==> config.mk <==
export PLATFORM = sky130hd
export DESIGN_NAME = fp_addsub_normround
export DESIGN_NICKNAME = d
export VERILOG_FILES = /design/src/rtl/fp_addsub_pkg.sv /design/src/rtl/fp_addsub_lzc.sv /design/src/rtl/fp_addsub_normround.sv
export SDC_FILE = /design/constraint.sdc
export NUM_CORES = 1
export LEC_CHECK = 0
export ABC_CLOCK_PERIOD_IN_PS = 7700
export CAP_MARGIN = 5
export CELL_PAD_IN_SITES_DETAIL_PLACEMENT = 1
export CELL_PAD_IN_SITES_GLOBAL_PLACEMENT = 2
export CORE_MARGIN = 2
export CORE_UTILIZATION = 41
export DETAILED_ROUTE_END_ITERATION = 10
export DONT_BUFFER_PORTS = 1
export PLACE_DENSITY = 0.79
export SYNTH_ARGS = -nofsm -noshare
export SYNTH_HDL_FRONTEND = slang
export SYNTH_HIERARCHICAL = 1
export SYNTH_SLANG_ARGS = --single-unit
export TNS_END_PERCENT = 10
==> constraint.sdc <==
create_clock -name clk -period 7.7 [get_ports clk]
set_clock_uncertainty 0.1 [all_clocks]
set_input_delay 2.31 -clock clk [delete_from_list [all_inputs] [get_ports clk]]
set_output_delay 2.31 -clock clk [all_outputs]
set_load 0.02 [all_outputs]
==> src/rtl/fp_addsub_pkg.sv <==
// Shared constants, stage-3 payload type and flag bit positions for the FP add/sub
// normalise/round stage.
package fp_addsub_pkg;

    localparam int EXP_W   = 8;
    localparam int MAN_W   = 23;
    localparam int SUM_W   = MAN_W + 3;
    localparam int BIAS    = 127;
    localparam int EXP_MAX = 255;

    localparam int FLAG_INEXACT   = 0;
    localparam int FLAG_ZERO      = 1;
    localparam int FLAG_UNDERFLOW = 2;
    localparam int FLAG_OVERFLOW  = 3;

    // Exponent carries two extra bits so that underflow (<=0) and overflow (>=255) stay visible.
    typedef struct packed {
        logic                    sgn;
        logic signed [EXP_W+1:0] exp;
        logic [MAN_W:0]          man;
        logic                    r;
        logic                    st;
        logic                    iszero;
    } s3_payload_t;

endpackage

==> src/rtl/fp_addsub_lzc.sv <==
// Combinational leading-zero counter over the 24-bit hidden+fraction field;
// returns 24 when the input is all zero.
module fp_addsub_lzc
    import fp_addsub_pkg::*;
(
    input  logic [MAN_W:0] value,
    output logic [4:0]     count
);

    // Scan upward so the highest set bit is the last (winning) assignment.
    always_comb begin
        count = 5'd24;
        for (int i = 0; i <= MAN_W; i++) begin
            if (value[i]) begin
                count = 5'(MAN_W - i);
            end
        end
    end

endmodule

==> src/rtl/fp_addsub_normround.sv <==
// Three-stage normalise / round-to-nearest-even / pack stage for single-precision add/sub.
// Define FPADDSUB_EXC_FLAGS_EN to add the registered Flags[3:0] = {overflow, underflow, zero, inexact} port.
module fp_addsub_normround #(
    parameter int EXP_W = 8,
    parameter int MAN_W = 23
) (
    input  logic                   clk,
    input  logic                   rst,
    input  logic                   in_valid,
    output logic                   in_ready,
    input  logic [MAN_W+2:0]       Sum,
    input  logic                   Sgn,
    input  logic [EXP_W-1:0]       Emax,
    input  logic                   G,
    input  logic                   S,
    output logic                   out_valid,
    input  logic                   out_ready,
    output logic [EXP_W+MAN_W:0]   Result
`ifdef FPADDSUB_EXC_FLAGS_EN
    ,
    output logic [3:0]             Flags
`endif
);

    import fp_addsub_pkg::*;

    logic v1, v2, v3;
    logic en1, en2, en3;

    assign en3       = ~v3 | out_ready;
    assign en2       = ~v2 | en3;
    assign en1       = ~v1 | en2;
    assign in_ready  = en1;
    assign out_valid = v3;

    logic sum_unused;
    assign sum_unused = Sum[MAN_W+2];

    logic [4:0]         lz_in;
    logic [SUM_W-2:0]   s1_sum;
    logic [EXP_W-1:0]   s1_emax;
    logic               s1_sgn, s1_g, s1_s, s1_carry, s1_zero;
    logic [4:0]         s1_lz;

    fp_addsub_lzc u_lzc (
        .value (Sum[MAN_W:0]),
        .count (lz_in)
    );

    always_ff @(posedge clk) begin
        if (rst) begin
            v1 <= 1'b0;
        end else if (en1) begin
            v1 <= in_valid;
            if (in_valid) begin
                s1_sum   <= Sum[MAN_W+1:0];
                s1_sgn   <= Sgn;
                s1_emax  <= Emax;
                s1_g     <= G;
                s1_s     <= S;
                s1_carry <= Sum[MAN_W+1];
                s1_lz    <= lz_in;
                s1_zero  <= (Sum[MAN_W+1:0] == '0) & ~G & ~S;
            end
        end
    end

    logic [MAN_W+1:0] ext, shifted;
    s3_payload_t      p2_next, p2;

    // The guard bit rides along as the 25th bit so it becomes the round bit when no shift occurs.
    always_comb begin
        ext     = {s1_sum[MAN_W:0], s1_g};
        shifted = ext << s1_lz;
        p2_next        = '0;
        p2_next.sgn    = s1_sgn;
        p2_next.iszero = s1_zero;
        if (s1_carry) begin
            p2_next.man = s1_sum[MAN_W+1:1];
            p2_next.r   = s1_sum[0];
            p2_next.st  = s1_g | s1_s;
            p2_next.exp = {2'b00, s1_emax} + (EXP_W+2)'(1);
        end else begin
            p2_next.man = shifted[MAN_W+1:1];
            p2_next.r   = shifted[0];
            p2_next.st  = s1_s;
            p2_next.exp = {2'b00, s1_emax} - (EXP_W+2)'(s1_lz);
        end
    end

    always_ff @(posedge clk) begin
        if (rst) begin
            v2 <= 1'b0;
        end else if (en2) begin
            v2 <= v1;
            if (v1) begin
                p2 <= p2_next;
            end
        end
    end

    logic                    up, rnd_carry, hidden_unused, of, uf;
    logic [MAN_W-1:0]        rnd_frac;
    logic signed [EXP_W+1:0] exp_r;
    logic [EXP_W+MAN_W:0]    res_next;
    logic [3:0]              flg_next;

    // Mantissa overflow from rounding leaves 1.000..0, so the fraction becomes zero.
    always_comb begin
        up = p2.r & (p2.st | p2.man[0]);
        {rnd_carry, hidden_unused, rnd_frac} = {1'b0, p2.man} + (MAN_W+2)'(up);
        exp_r = p2.exp;
        if (rnd_carry) begin
            rnd_frac = '0;
            exp_r    = p2.exp + (EXP_W+2)'(1);
        end
        of       = 1'b0;
        uf       = 1'b0;
        flg_next = '0;
        if (p2.iszero) begin
            res_next            = '0;
            flg_next[FLAG_ZERO] = 1'b1;
        end else if (exp_r <= 0) begin
            uf       = 1'b1;
            res_next = {p2.sgn, (EXP_W+MAN_W)'(0)};
        end else if (exp_r >= EXP_MAX) begin
            of       = 1'b1;
            res_next = {p2.sgn, {EXP_W{1'b1}}, {MAN_W{1'b0}}};
        end else begin
            res_next = {p2.sgn, exp_r[EXP_W-1:0], rnd_frac};
        end
        if (!p2.iszero) begin
            flg_next[FLAG_OVERFLOW]  = of;
            flg_next[FLAG_UNDERFLOW] = uf;
            flg_next[FLAG_INEXACT]   = p2.r | p2.st | of | uf;
        end
    end

    always_ff @(posedge clk) begin
        if (rst) begin
            v3     <= 1'b0;
            Result <= '0;
`ifdef FPADDSUB_EXC_FLAGS_EN
            Flags  <= '0;
`endif
        end else if (en3) begin
            v3 <= v2;
            if (v2) begin
                Result <= res_next;
`ifdef FPADDSUB_EXC_FLAGS_EN
                Flags  <= flg_next;
`endif
            end
        end
    end

`ifndef FPADDSUB_EXC_FLAGS_EN
    logic [3:0] flags_unused;
    assign flags_unused = flg_next;
`endif

endmodule

* Word level (Yosys, flattened, before mapping) *
Index checks and enable logic that the tools add are counted.

word-level totals
  flip-flop bits (word level) = 116
  input bits = 41
  output and inout bits = 34

operators by class
  $add $sub $neg = 4
  magnitude comparators = 2
  shift operators = 1
  muxes and demuxes = 29
  bitwise operators = 14
  reductions and logical operators = 8

operators with widths
  cell                   number
  $mux 4                 16
  $mux 31                2
  $mux 36                1
  $mux 32                1
  $add 24x1->25          1
  $logic_not 25->1       1
  $shl 25x5->25          1
  $mux 23                1
  $reduce_or 16->1       1
  $mux 3                 4
  $add 10x2->10 const B  1
  $ge 10x9->1 const B    1
  $le 10x1->1 const B    1
  $mux 10                1
  $add 8x1->9 const B    1
  $sub 8x5->9            1
  $reduce_or 8->1        1
  $not 1->1              6
  $reduce_and 3->1       2
  $or 1x1->1             5
  $mux 2                 2
  $reduce_or 4->1        1
  $and 1x1->1            3
  $reduce_and 2->1       1
  2 further kinds        2

* Depth between registers and ports, before layout *
Gate-level depths: netlist of the first run.

  depth after elaboration = 23
  depth in mapped cells = 11

* Modules after synthesis *
The synthesis of the first run kept the hierarchy.

modules (own cells, without submodules)
  module               instances  cells each  area an instance (sq um)
  fp_addsub_normround  1          588         6473.7
  fp_addsub_lzc        1          48          265.3

* Worst setup path before layout of the first run *
No wires, ideal clock.

  kind = input-to-output
  start = input out_ready
  end = output in_ready
  arrival time = 2853 ps
  required time = 5290 ps
  slack = 2437 ps
  stages = 2
  path buffers = 0
  path through = nor2b_1 nand3_1

between the ends
  word-level cells in the longest chain between the ends = 3

RTL lines
  element      RTL line                   source
  from (decl)  fp_addsub_normround.sv:17  input logic out_ready,
  $or 1x1->1   fp_addsub_normround.sv:30  assign en3 = ~v3 | out_ready;
  $or 1x1->1   fp_addsub_normround.sv:31  assign en2 = ~v2 | en3;
  $or 1x1->1   fp_addsub_normround.sv:32  assign en1 = ~v1 | en2;
  to (decl)    fp_addsub_normround.sv:10  output logic in_ready,

Every way passes these cells.

* Final worst setup path of the first run *
Same ends and word-level chain as after synthesis.

==> summary.md, run 1 <==
| Metric | Value |
|---|---|
| Run status | `finished clean` |
| Slew headroom | `24.7%` |
| Final setup violating endpoints | `0` |
| Slew Limit Fails | `0` |
| Setup Fix Bufs, Post-CTS | `0` |
| Fmax achieved | `0.181 GHz` |
| Critical path's slowest cell | `nor2b_1` |
| Worst Hold Depth | `0` |
| Largest net degree at the start of global routing | `48` |
| EDFF count, synth | `80` |
| Crit path max fanout | `7` |
| Net Count, Synth | `687` |
| # DRC | `0` |
| Post-Synthesis Cells | `636` |
| CP top delay family | `simple AND/OR/NAND/NOR gates` |
| Max Root-Sink Buffers | `2` |
| Slew @ Worst Pin | `1130 ps` |
| Arr. time, crit path | `3110 ps` |
| Num CTS Buffers | `17` |
| WL/cell | `20.1 microns` |
| Synth Area per Inst | `10.6 sq um` |
| Synth Warn # | `6` |
| Leakage | `0.00263 uW` |
| Initial Util | `42.1%` |
| Die area | `17500 sq um` |
| Pwr per Cell Area | `219 nW/um^2` |
| M1 wire length | `7.95 mm` |
| Met2 routed WL | `8.21 mm` |
| # clock sinks | `115` |
| Worst path bufs/invs | `0` |
| Area grow syn2layout | `11.4%` |
| WL met3 | `723 microns` |
| CTS root buffer | `clkbuf_16` |
| Port bufs | `0` |
| Top-level I/O count | `75` |
| Post-synthesis sequential area ratio | `46.0%` |
| N_diodes | `0` |
| Commonest non-fill, non-tap cell in the layout | `nand2_1` |
| Kind of critical path | `in2out` |
| Total grt overflow | `0` |
| Levels on crit path | `2` |
| Core area | `16000 sq um` |
| Required @ worst endpoint | `5290 ps` |
| RSZ-0062 raised after global routing | `false` |
| Worst reg2reg path depth | `7` |
| Post-DP Area | `6910 sq um` |
| Distinct cell type count after synthesis | `68` |
| Num rows | `46` |
| Crit path largest cell delay | `440 ps` |
| CTS tree | `done` |
| Max Cap Viol | `0` |
| Total GRT Usage | `20.2%` |
| CP Cell Sequence | `nor2b_1 > nand3_1` |
| Die X-Extent | `132 microns` |
| Hpwl dp | `12.6 mm` |
| Initial antenna violation count | `0` |
| Via count | `5001` |
| 1st-iter DRT viols | `307` |
| Hold Crit Class | `reg2reg` |
| Design Area, Final | `7510 sq um` |
| Fin. Hold Viols | `0` |
| Tcrit/Tclk final | `71.7%` |
| Peak supply drop | `145 uV` |
| Final nets | `678` |
| Vias in the first global route | `5382` |
| Die Span Y | `132 microns` |
| Post-DR vias/cell | `5.84` |
| 1st-pass router iterations | `4` |
| Setup TNS | `0 ps` |
| Global-route wire length before repair | `28.0 mm` |
| Startpoint Class | `input port` |
| H-tree Lvls | `4` |
| Share of cells above drive strength 1 | `13.3%` |
| Worst R2R Setup Slack | `4380 ps` |
| GP Congestion | `0.843` |
| Worst-skew pair later-pin latency | `420 ps` |
| Setup crit end kind | `output port` |
| Routed Antenna Nets | `0` |
| Ys flop type | `edfxtp_1` |
| Cell Area, Synth | `6740 sq um` |
| Final worst path period need | `5520 ps` |
| Routed WL | `17.2 mm` |
| Flops & latches, synth | `115` |
| CTS hold repair buffers | `0` |
| Commonest cells after routing, fill and taps aside | `nand2_1 (90), edfxtp_1 (80), nor2_1 (43)` |
| CTS-repair resized insts | `0` |
| Clk slew on worst S/H paths | `50 ps` |
| DR top layer | `met4` |
| Share of flip-flops with an asynchronous set or reset | `0%` |
## where the power goes
| group | leakage [uW] | internal (uW) | total [uW] | switching (uW) |
|---|---|---|---|---|
| Clock | 0.000297 | 502 | 776 | 274 |
| Combinational | 0.00128 | 67.4 | 155 | 87.9 |
| Sequential | 0.00105 | 688 | 717 | 28.2 |
| Total | 0.00263 | 1260 | 1650 | 390 |
## area by class of cell
type,instances,area (sq um)
clock buffer,26,563
clock inverter,6,36.3
fill,1782,8490
inverter,17,63.8
multi-input combinational,471,3430
sequential,115,3100
tap,216,270
timing repair buffer,5,37.5
## sequential cells by signal, indices dropped and copies added (netlist names)
register and flops:
v1 1, v2 1, s1_sgn 1, s1_zero 1
s1_sum 25, s1_g 1, Result 32, p2 38
s1_emax 8, out_valid 1, s1_s 1, s1_lz 5
## final timing paths
kind                            from                to
setup / recovery           out_ready          in_ready
hold / removal      s1_sgn$_DFFE_PP_  p2[37]$_DFFE_PP_
setup reg to reg  s1_lz[2]$_DFFE_PP_  p2[34]$_DFFE_PP_
hold reg to reg     s1_sgn$_DFFE_PP_  p2[37]$_DFFE_PP_
## cell families after synthesis
family,count (synthesis),synth area share (%)
and+or+nand+nor,245,18.8
xor gates and xnor gates,39,5.07
buffers and inverters,50,3.17
AOI/OAI and AO/OA,129,14.4
muxes,48,10.6
adders and majority gates,10,1.97
DFF,115,46.0
## metrics by stage
| stage | worst slack, ps | hold slack, ps | utilization, % | instances | power, uW |
|---|---|---|---|---|---|
| floorplan | 2440 | 300 | - | 636 | 840 |
| global placement | 2240 | 302 | 43.2 | 824 | 877 |
| global route | 2080 | 326 | 46.9 | 856 | 1710 |
| finish | 2180 | 324 | 46.9 | 856 | 1650 |
| CTS | 2190 | 327 | 46.9 | 856 | 1660 |
| detailed placement | 2190 | 314 | 43.2 | 824 | 883 |
## cells in the mapped netlist (7+ instances only)
| library cell | instances | area (sq um) |
|---|---|---|
| nand3_1 | 22 | 110 |
| mux4_2 | 18 | 405 |
| nor2_1 | 43 | 161 |
| mux2i_1 | 21 | 210 |
| ha_1 | 9 | 113 |
| mux2_2 | 9 | 101 |
| o21ai_0 | 36 | 180 |
| nand2_1 | 90 | 338 |
| and2_1 | 7 | 43.8 |
| a21oi_1 | 21 | 105 |
| nor3_1 | 16 | 80.1 |
| clkbuf_1 | 20 | 75.1 |
| xor2_1 | 18 | 158 |
| dfxtp_1 | 35 | 701 |
| a22o_1 | 8 | 70.1 |
| inv_1 | 17 | 63.8 |
| nor4_1 | 13 | 81.3 |
| o41ai_1 | 13 | 114 |
| nand2b_1 | 7 | 43.8 |
| o41ai_2 | 9 | 146 |
| nand4_1 | 9 | 56.3 |
| edfxtp_1 | 80 | 2400 |
| xnor2_1 | 21 | 184 |
## layer usage
layer | vias to the layer above | track usage (%)
met5 | - | 0
met4 | 0 | 8.30
met3 | 19 | 5.38
met2 | 113 | 32.4
met1 | 2472 | 26.0
li1 | 2397 | -
(Power assumes the default switching activity.)
==> run 2: changes to the inputs <==
--- a/config.mk
+++ b/config.mk
@@ -5,15 +5,15 @@
 export SDC_FILE = /design/constraint.sdc
 export NUM_CORES = 1
 export LEC_CHECK = 0
-export ABC_CLOCK_PERIOD_IN_PS = 7700
+export ABC_CLOCK_PERIOD_IN_PS = 4700
 export CAP_MARGIN = 5
 export CELL_PAD_IN_SITES_DETAIL_PLACEMENT = 1
 export CELL_PAD_IN_SITES_GLOBAL_PLACEMENT = 2
 export CORE_MARGIN = 2
-export CORE_UTILIZATION = 41
+export CORE_UTILIZATION = 38
 export DETAILED_ROUTE_END_ITERATION = 10
 export DONT_BUFFER_PORTS = 1
-export PLACE_DENSITY = 0.79
+export PLACE_DENSITY = 0.77
 export SYNTH_ARGS = -nofsm -noshare
 export SYNTH_HDL_FRONTEND = slang
 export SYNTH_HIERARCHICAL = 1
==> constraint.sdc (replaced) <==
create_clock -name clk -period 4.7 [get_ports clk]
set_clock_uncertainty 0.1 [all_clocks]
set_input_delay 1.41 -clock clk [delete_from_list [all_inputs] [get_ports clk]]
set_output_delay 1.41 -clock clk [all_outputs]
set_load 0.02 [all_outputs]
==> run 2 against run 1 <==
  * First-iteration DRC count decreased by 2.9%
  * Utilization decreased by 3.5 points
  * Sequential share of layout area unchanged
  * Critical path type unchanged
  * Register-to-register slack got worse by 2900 ps
  * Largest power group unchanged
  * Total power increased by 64%
  * Highest routed layer unchanged
  * Final cell count increased by 1.1%
  * Die area increased by 7.7%
==> summary.md, run 2 (same netlist as run 1, synthesis figures left out) <==
| Metric | Value |
|---|---|
| Die Span Y | `137 microns (+3.8%)` |
| Required @ worst endpoint | `3190 ps (-2100 ps)` |
| CTS hold repair buffers | `0 (unchanged)` |
| Peak supply drop | `249 uV (+72%)` |
| Die area | `18800 sq um (+7.7%)` |
| Slew @ Worst Pin | `1140 ps (+9.31 ps)` |
| 1st-pass router iterations | `6 (+2)` |
| Post-DP Area | `6920 sq um (+0.16%)` |
| Kind of critical path | `in2out` |
| Biggest regs | `p2 x38, Result x32, s1_sum x25` |
| H-tree Lvls | `4 (unchanged)` |
| Die X-Extent | `137 microns (+3.8%)` |
| Top-level I/O count | `75 (unchanged)` |
| CP top delay family | `simple AND/OR/NAND/NOR gates` |
| Final setup violating endpoints | `0 (unchanged)` |
| Port bufs | `0 (unchanged)` |
| Fmax achieved | `0.270 GHz` |
| Leakage | `0.00261 uW (-0.67%)` |
| CP Cell Sequence | `nor2b_1 > nand3_1` |
| Worst path bufs/invs | `0 (unchanged)` |
| Worst R2R Setup Slack | `1510 ps (-2870 ps)` |
| Largest net degree at the start of global routing | `47 (-2.1%)` |
| Commonest cells after routing, fill and taps aside | `nand2_1 (90), edfxtp_1 (80), nor2_1 (43)` |
| WL/cell | `19.6 microns (-2.6%)` |
| Post-DR vias/cell | `5.69 (-2.7%)` |
| Critical path's slowest cell | `nor2b_1` |
| Max Cap Viol | `0 (unchanged)` |
| 1st-iter DRT viols | `298 (-2.9%)` |
| Worst-skew pair later-pin latency | `420 ps (about the same)` |
| Num rows | `48 (+4.3%)` |
| Area grow syn2layout | `11.4% (unchanged)` |
| CTS tree | `done` |
| CP startpoint | `out_ready` |
| Total grt overflow | `0 (unchanged)` |
| Clk slew on worst S/H paths | `50 ps (about the same)` |
| Design Area, Final | `7510 sq um (unchanged)` |
| M1 wire length | `8.10 mm (+1.9%)` |
| RR Endpoint | `Result[11]$_SDFFE_PP0P_` |
| Largest register by flop count | `p2` |
| RSZ-0062 raised after global routing | `false` |
| Initial Util | `39.0% (-3.2 points)` |
| Global-route wire length before repair | `27.3 mm (-2.4%)` |
| Share of cells above drive strength 1 | `13.3% (unchanged)` |
| Slew Limit Fails | `0 (unchanged)` |
| FILL cells | `1889 (+6.0%)` |
| Hpwl dp | `12.5 mm (-0.46%)` |
| Max reg flops | `38 (unchanged)` |
| Routed Antenna Nets | `0 (unchanged)` |
| Vias in the first global route | `5227 (-2.9%)` |
| R2R Path Start | `p2[3]$_DFFE_PP_` |
| Setup ws final | `995 ps (-1190 ps)` |
| Startpoint Class | `input port` |
| Setup crit end kind | `output port` |
| CTS root buffer | `clkbuf_16` |
| Core area | `17300 sq um (+8.1%)` |
| Pwr per Cell Area | `360 nW/um^2 (+64%)` |
| Tcrit/Tclk final | `78.8%` |
| Max Root-Sink Buffers | `2 (unchanged)` |
| Crit path max fanout | `7 (unchanged)` |
| Initial antenna violation count | `0 (unchanged)` |
| Num CTS Buffers | `17 (unchanged)` |
| Slew headroom | `24.1% (-0.62 points)` |
| Total GRT Usage | `19.0% (-1.2 points)` |
| Levels on crit path | `2 (unchanged)` |
| Routed WL | `16.9 mm (-1.6%)` |
| Hold Crit Class | `reg2reg` |
| Fin. Hold Viols | `0 (unchanged)` |
| Worst reg2reg path depth | `10 (+3)` |
| Setup TNS | `0 ps (unchanged)` |
| Run status | `finished clean` |
| Met2 routed WL | `7.68 mm (-6.4%)` |
| # DRC | `0 (unchanged)` |
| CTS-repair resized insts | `0 (unchanged)` |
| Crit path largest cell delay | `430 ps (about the same)` |
| Setup Fix Bufs, Post-CTS | `0 (unchanged)` |
| Commonest non-fill, non-tap cell in the layout | `nand2_1` |
| N_diodes | `0 (unchanged)` |
| Worst Hold Depth | `0 (unchanged)` |
| Arr. time, crit path | `2200 ps (-910 ps)` |
| WL met3 | `763 microns (+5.5%)` |
| CP endpoint | `in_ready` |
| Final worst path period need | `3710 ps` |
| Final nets | `678 (unchanged)` |
| DR top layer | `met4` |
| # clock sinks | `115 (unchanged)` |
| Via count | `4918 (-1.7%)` |
| GP Congestion | `0.861 (+2.2%)` |
| Setup WS pre-CTS | `1000 ps (-1190 ps)` |
==> run 2: power by group <==
| part | internal, uW | switching [uW] |
|---|---|---|
| clock network | 803 | 475 |
| logic | 110 | 140 |
| registers | 1130 | 45.5 |
==> run 2: per-layer routing <==
layer  vias up  track usage (%)
met5         -                0
met4         0             6.99
met3        22             5.67
met2        97             29.7
met1      2398             24.9
li1       2401                -
==> run 2: worst min path at each step <==
stage / from / end
finish: s1_sgn$_DFFE_PP_ / p2[37]$_DFFE_PP_
global route: s1_sgn$_DFFE_PP_ / p2[37]$_DFFE_PP_
CTS: s1_sgn$_DFFE_PP_ / p2[37]$_DFFE_PP_
detailed placement: s1_sgn$_DFFE_PP_ / p2[37]$_DFFE_PP_
global placement: s1_sgn$_DFFE_PP_ / p2[37]$_DFFE_PP_
floorplan: s1_zero$_DFFE_PP_ / p2[0]$_DFFE_PP_
==> run 2: metrics by stage <==
| stage | utilization [%] | cells | hold slack [ps] | power [uW] |
|---|---|---|---|---|
| after floorplan | - | 636 | 300 | 1380 |
| after global placement | 40.0 | 833 | 303 | 1440 |
| after detailed placement | 40.0 | 833 | 312 | 1440 |
| after CTS | 43.4 | 865 | 325 | 2730 |
| after global routing | 43.4 | 865 | 332 | 2810 |
| final | 43.4 | 865 | 323 | 2700 |
==> run 2: cell type report <==
type	instances	area [sq um]	share of cell area [%]
multi-input cells	471	3430	45.7
inverters	17	63.8	0.850
repair buffers	5	37.5	0.500
clock inverters	13	135	1.80
well taps	225	282	3.75
flip-flops and latches	115	3100	41.3
clock buffers	19	453	6.03
==> run 3: changes to the inputs <==
--- a/config.mk
+++ b/config.mk
@@ -5,15 +5,15 @@
 export SDC_FILE = /design/constraint.sdc
 export NUM_CORES = 1
 export LEC_CHECK = 0
-export ABC_CLOCK_PERIOD_IN_PS = 4700
+export ABC_CLOCK_PERIOD_IN_PS = 3500
 export CAP_MARGIN = 5
 export CELL_PAD_IN_SITES_DETAIL_PLACEMENT = 1
 export CELL_PAD_IN_SITES_GLOBAL_PLACEMENT = 2
 export CORE_MARGIN = 2
-export CORE_UTILIZATION = 38
+export CORE_UTILIZATION = 41
 export DETAILED_ROUTE_END_ITERATION = 10
 export DONT_BUFFER_PORTS = 1
-export PLACE_DENSITY = 0.77
+export PLACE_DENSITY = 0.79
 export SYNTH_ARGS = -nofsm -noshare
 export SYNTH_HDL_FRONTEND = slang
 export SYNTH_HIERARCHICAL = 1
==> constraint.sdc (replaced) <==
create_clock -name clk -period 3.5 [get_ports clk]
set_clock_uncertainty 0.1 [all_clocks]
set_input_delay 1.05 -clock clk [delete_from_list [all_inputs] [get_ports clk]]
set_output_delay 1.05 -clock clk [all_outputs]
set_load 0.02 [all_outputs]
==> run 3 against run 2 <==
  * Largest cell class unchanged
  * Clock power is 37% higher
  * Sequential power grew 34%
  * Die area decreased by 7.1%
==> summary.md, run 3 (same netlist as run 1, synthesis figures left out) <==
| Metric | Value |
|---|---|
| Clock network fraction of design power | `47.7% (+0.4 points)` |
| Largest register by flop count | `p2` |
| Fmax achieved | `0.325 GHz` |
| Comb pwr share | `9.5% (+0.2 points)` |
| Startpoint Class | `register` |
| Core area | `16000 sq um (-7.5%)` |
| FILL cells | `1754 (-7.1%)` |
| RSZ-0062 raised after global routing | `false` |
| GP Congestion | `0.872 (+1.2%)` |
| M1 wire length | `7.78 mm (-3.9%)` |
| Power Total | `3660 uW (+36%)` |
| Leakage | `0.00264 uW (+1.2%)` |
| Switching share of power | `24.1% (-0.33 points)` |
| Final setup violating endpoints | `0 (unchanged)` |
| Routed Antenna Nets | `0 (unchanged)` |
| Via count | `4965 (+0.96%)` |
| CTS hold repair buffers | `0 (unchanged)` |
| 1st-pass router iterations | `6 (unchanged)` |
| N_diodes | `0 (unchanged)` |
| Clk slew on worst S/H paths | `50 ps (about the same)` |
| Final worst path period need | `3080 ps` |
| Arr. time, crit path | `3290 ps (+1090 ps)` |
| Max reg flops | `38 (unchanged)` |
| Run status | `finished clean` |
| Sequential share of power | `42.8% (-0.6 points)` |
| Initial Util | `42.1% (+3.2 points)` |
| Commonest non-fill, non-tap cell in the layout | `nand2_1` |
| Peak supply drop | `338 uV (+35%)` |
| Initial antenna violation count | `0 (unchanged)` |
| Design Area, Final | `7550 sq um (+0.57%)` |
| Num rows | `46 (-4.2%)` |
| Top-level I/O count | `75 (unchanged)` |
| Pwr per Cell Area | `485 nW/um^2 (+35%)` |
| H-tree Lvls | `4 (unchanged)` |
| Total grt overflow | `0 (unchanged)` |
| Post-DR vias/cell | `5.77 (+1.4%)` |
| Area grow syn2layout | `12.0%` |
| Slew Limit Fails | `0 (unchanged)` |
| Slew headroom | `41.5% (+17 points)` |
| Port bufs | `0 (unchanged)` |
| Crit path max fanout | `23 (+16)` |
| Largest net degree at the start of global routing | `44 (-6.4%)` |
| Die X-Extent | `132 microns (-3.6%)` |
| Setup TNS | `0 ps (unchanged)` |
| Slew @ Worst Pin | `877 ps (-259 ps)` |
| Required @ worst endpoint | `3710 ps (+520 ps)` |
| Global-route wire length before repair | `27.2 mm (-0.60%)` |
| Setup Fix Bufs, Post-CTS | `0 (unchanged)` |
| DR top layer | `met4` |
| Fin. Hold Viols | `0 (unchanged)` |
| Hold Crit Class | `reg2reg` |
| Final nets | `683 (+0.74%)` |
| Psw | `884 uW (+34%)` |
| Post-DP Area | `6960 sq um (+0.56%)` |
| Share of cells above drive strength 1 | `14.0% (+0.67 points)` |
| Biggest regs | `p2 x38, Result x32, s1_sum x25` |
| Max Cap Viol | `0 (unchanged)` |
| Hpwl dp | `12.3 mm (-1.5%)` |
| Int Power | `2780 uW (+36%)` |
| Routed WL | `16.7 mm (-1.2%)` |
| Tcrit/Tclk final | `87.9%` |
| WL/cell | `19.4 microns (-0.71%)` |
| Post-Route Utilization | `47.2% (+3.8 points)` |
| CTS root buffer | `clkbuf_16` |
| Die area | `17500 sq um (-7.1%)` |
| Vias in the first global route | `5176 (-0.98%)` |
| Met2 routed WL | `7.96 mm (+3.6%)` |
| Commonest cells after routing, fill and taps aside | `nand2_1 (90), edfxtp_1 (80), nor2_1 (43)` |
| 1st-iter DRT viols | `334 (+12%)` |
| Setup crit end kind | `register` |
| CTS tree | `done` |
| Num CTS Buffers | `17 (unchanged)` |
| Die Span Y | `132 microns (-3.6%)` |
| CTS-repair resized insts | `0 (unchanged)` |
| WL met3 | `705 microns (-7.6%)` |
| Max Root-Sink Buffers | `2 (unchanged)` |
| Total GRT Usage | `19.7% (+0.70 points)` |
| # DRC | `0 (unchanged)` |
| Kind of critical path | `reg2reg` |
| Worst-skew pair later-pin latency | `430 ps (about the same)` |
| # clock sinks | `115 (unchanged)` |
-- run 3: cell types whose count changed in the layout (fill, tap and decap cells not counted), sizes merged --
cell	change
clkbuf	-1
clkinv	-1
bufinv	+1
inv	+1
buf	+5
-- run 3: cell type report --
cell class	instances	area [sq um]	share of cell area [%]
clock buffer	18	429	5.68
clock inverter	14	163	2.15
inverter	17	63.8	0.845
multi-input combinational	471	3430	45.5
sequential	115	3100	41.1
tap	216	270	3.58
timing repair buffer	10	87.6	1.16
-- run 3: power by group through the flow --
stage / logic [uW] / clock network [uW] / registers, uW
after floorplan: 275 / 0 / 1570
after global placement: 341 / 0 / 1590
after detailed placement: 347 / 0 / 1590
after CTS: 350 / 1770 / 1570
after global routing: 387 / 1830 / 1570
final: 349 / 1750 / 1570
-- run 3: critical path: stages, from the launching register on --
cell and delay, ps:
edfxtp_1 350, o21a_1 120, ha_1 180, ha_1 200
and4_1 380, nand4_4 190, nor3_1 380, mux2i_1 330
nor4b_4 80, buf_4 250, o41ai_1 390
-- run 3: per-stage QoR --
step | hold slack (ps) | setup slack (ps) | std cells
CTS | 324 | 383 | 861
finish | 320 | 422 | 861
floorplan | 300 | 517 | 636
global placement | 303 | 493 | 829
global route | 336 | 169 | 861
detailed placement | 311 | 386 | 829
-- run 3: path summary, 6_finish.rpt --
| path | from | to | slack (ps) | cells past startpoint |
|---|---|---|---|---|
| worst min register to register | s1_sgn$_DFFE_PP_ | p2[37]$_DFFE_PP_ | 320 | 0 |
| worst max-delay path | p2[3]$_DFFE_PP_ | Result[3]$_SDFFE_PP0P_ | 420 | 10 |
| worst max register to register | p2[3]$_DFFE_PP_ | Result[3]$_SDFFE_PP0P_ | 420 | 10 |
| worst min-delay path | s1_sgn$_DFFE_PP_ | p2[37]$_DFFE_PP_ | 320 | 0 |
-- run 3: per-layer routing --
layer | GRT usage (%) | up-vias
li1 | - | 2412
met1 | 25.1 | 2419
met2 | 32.4 | 114
met3 | 5.00 | 20
met4 | 7.35 | 0
met5 | 0 | -
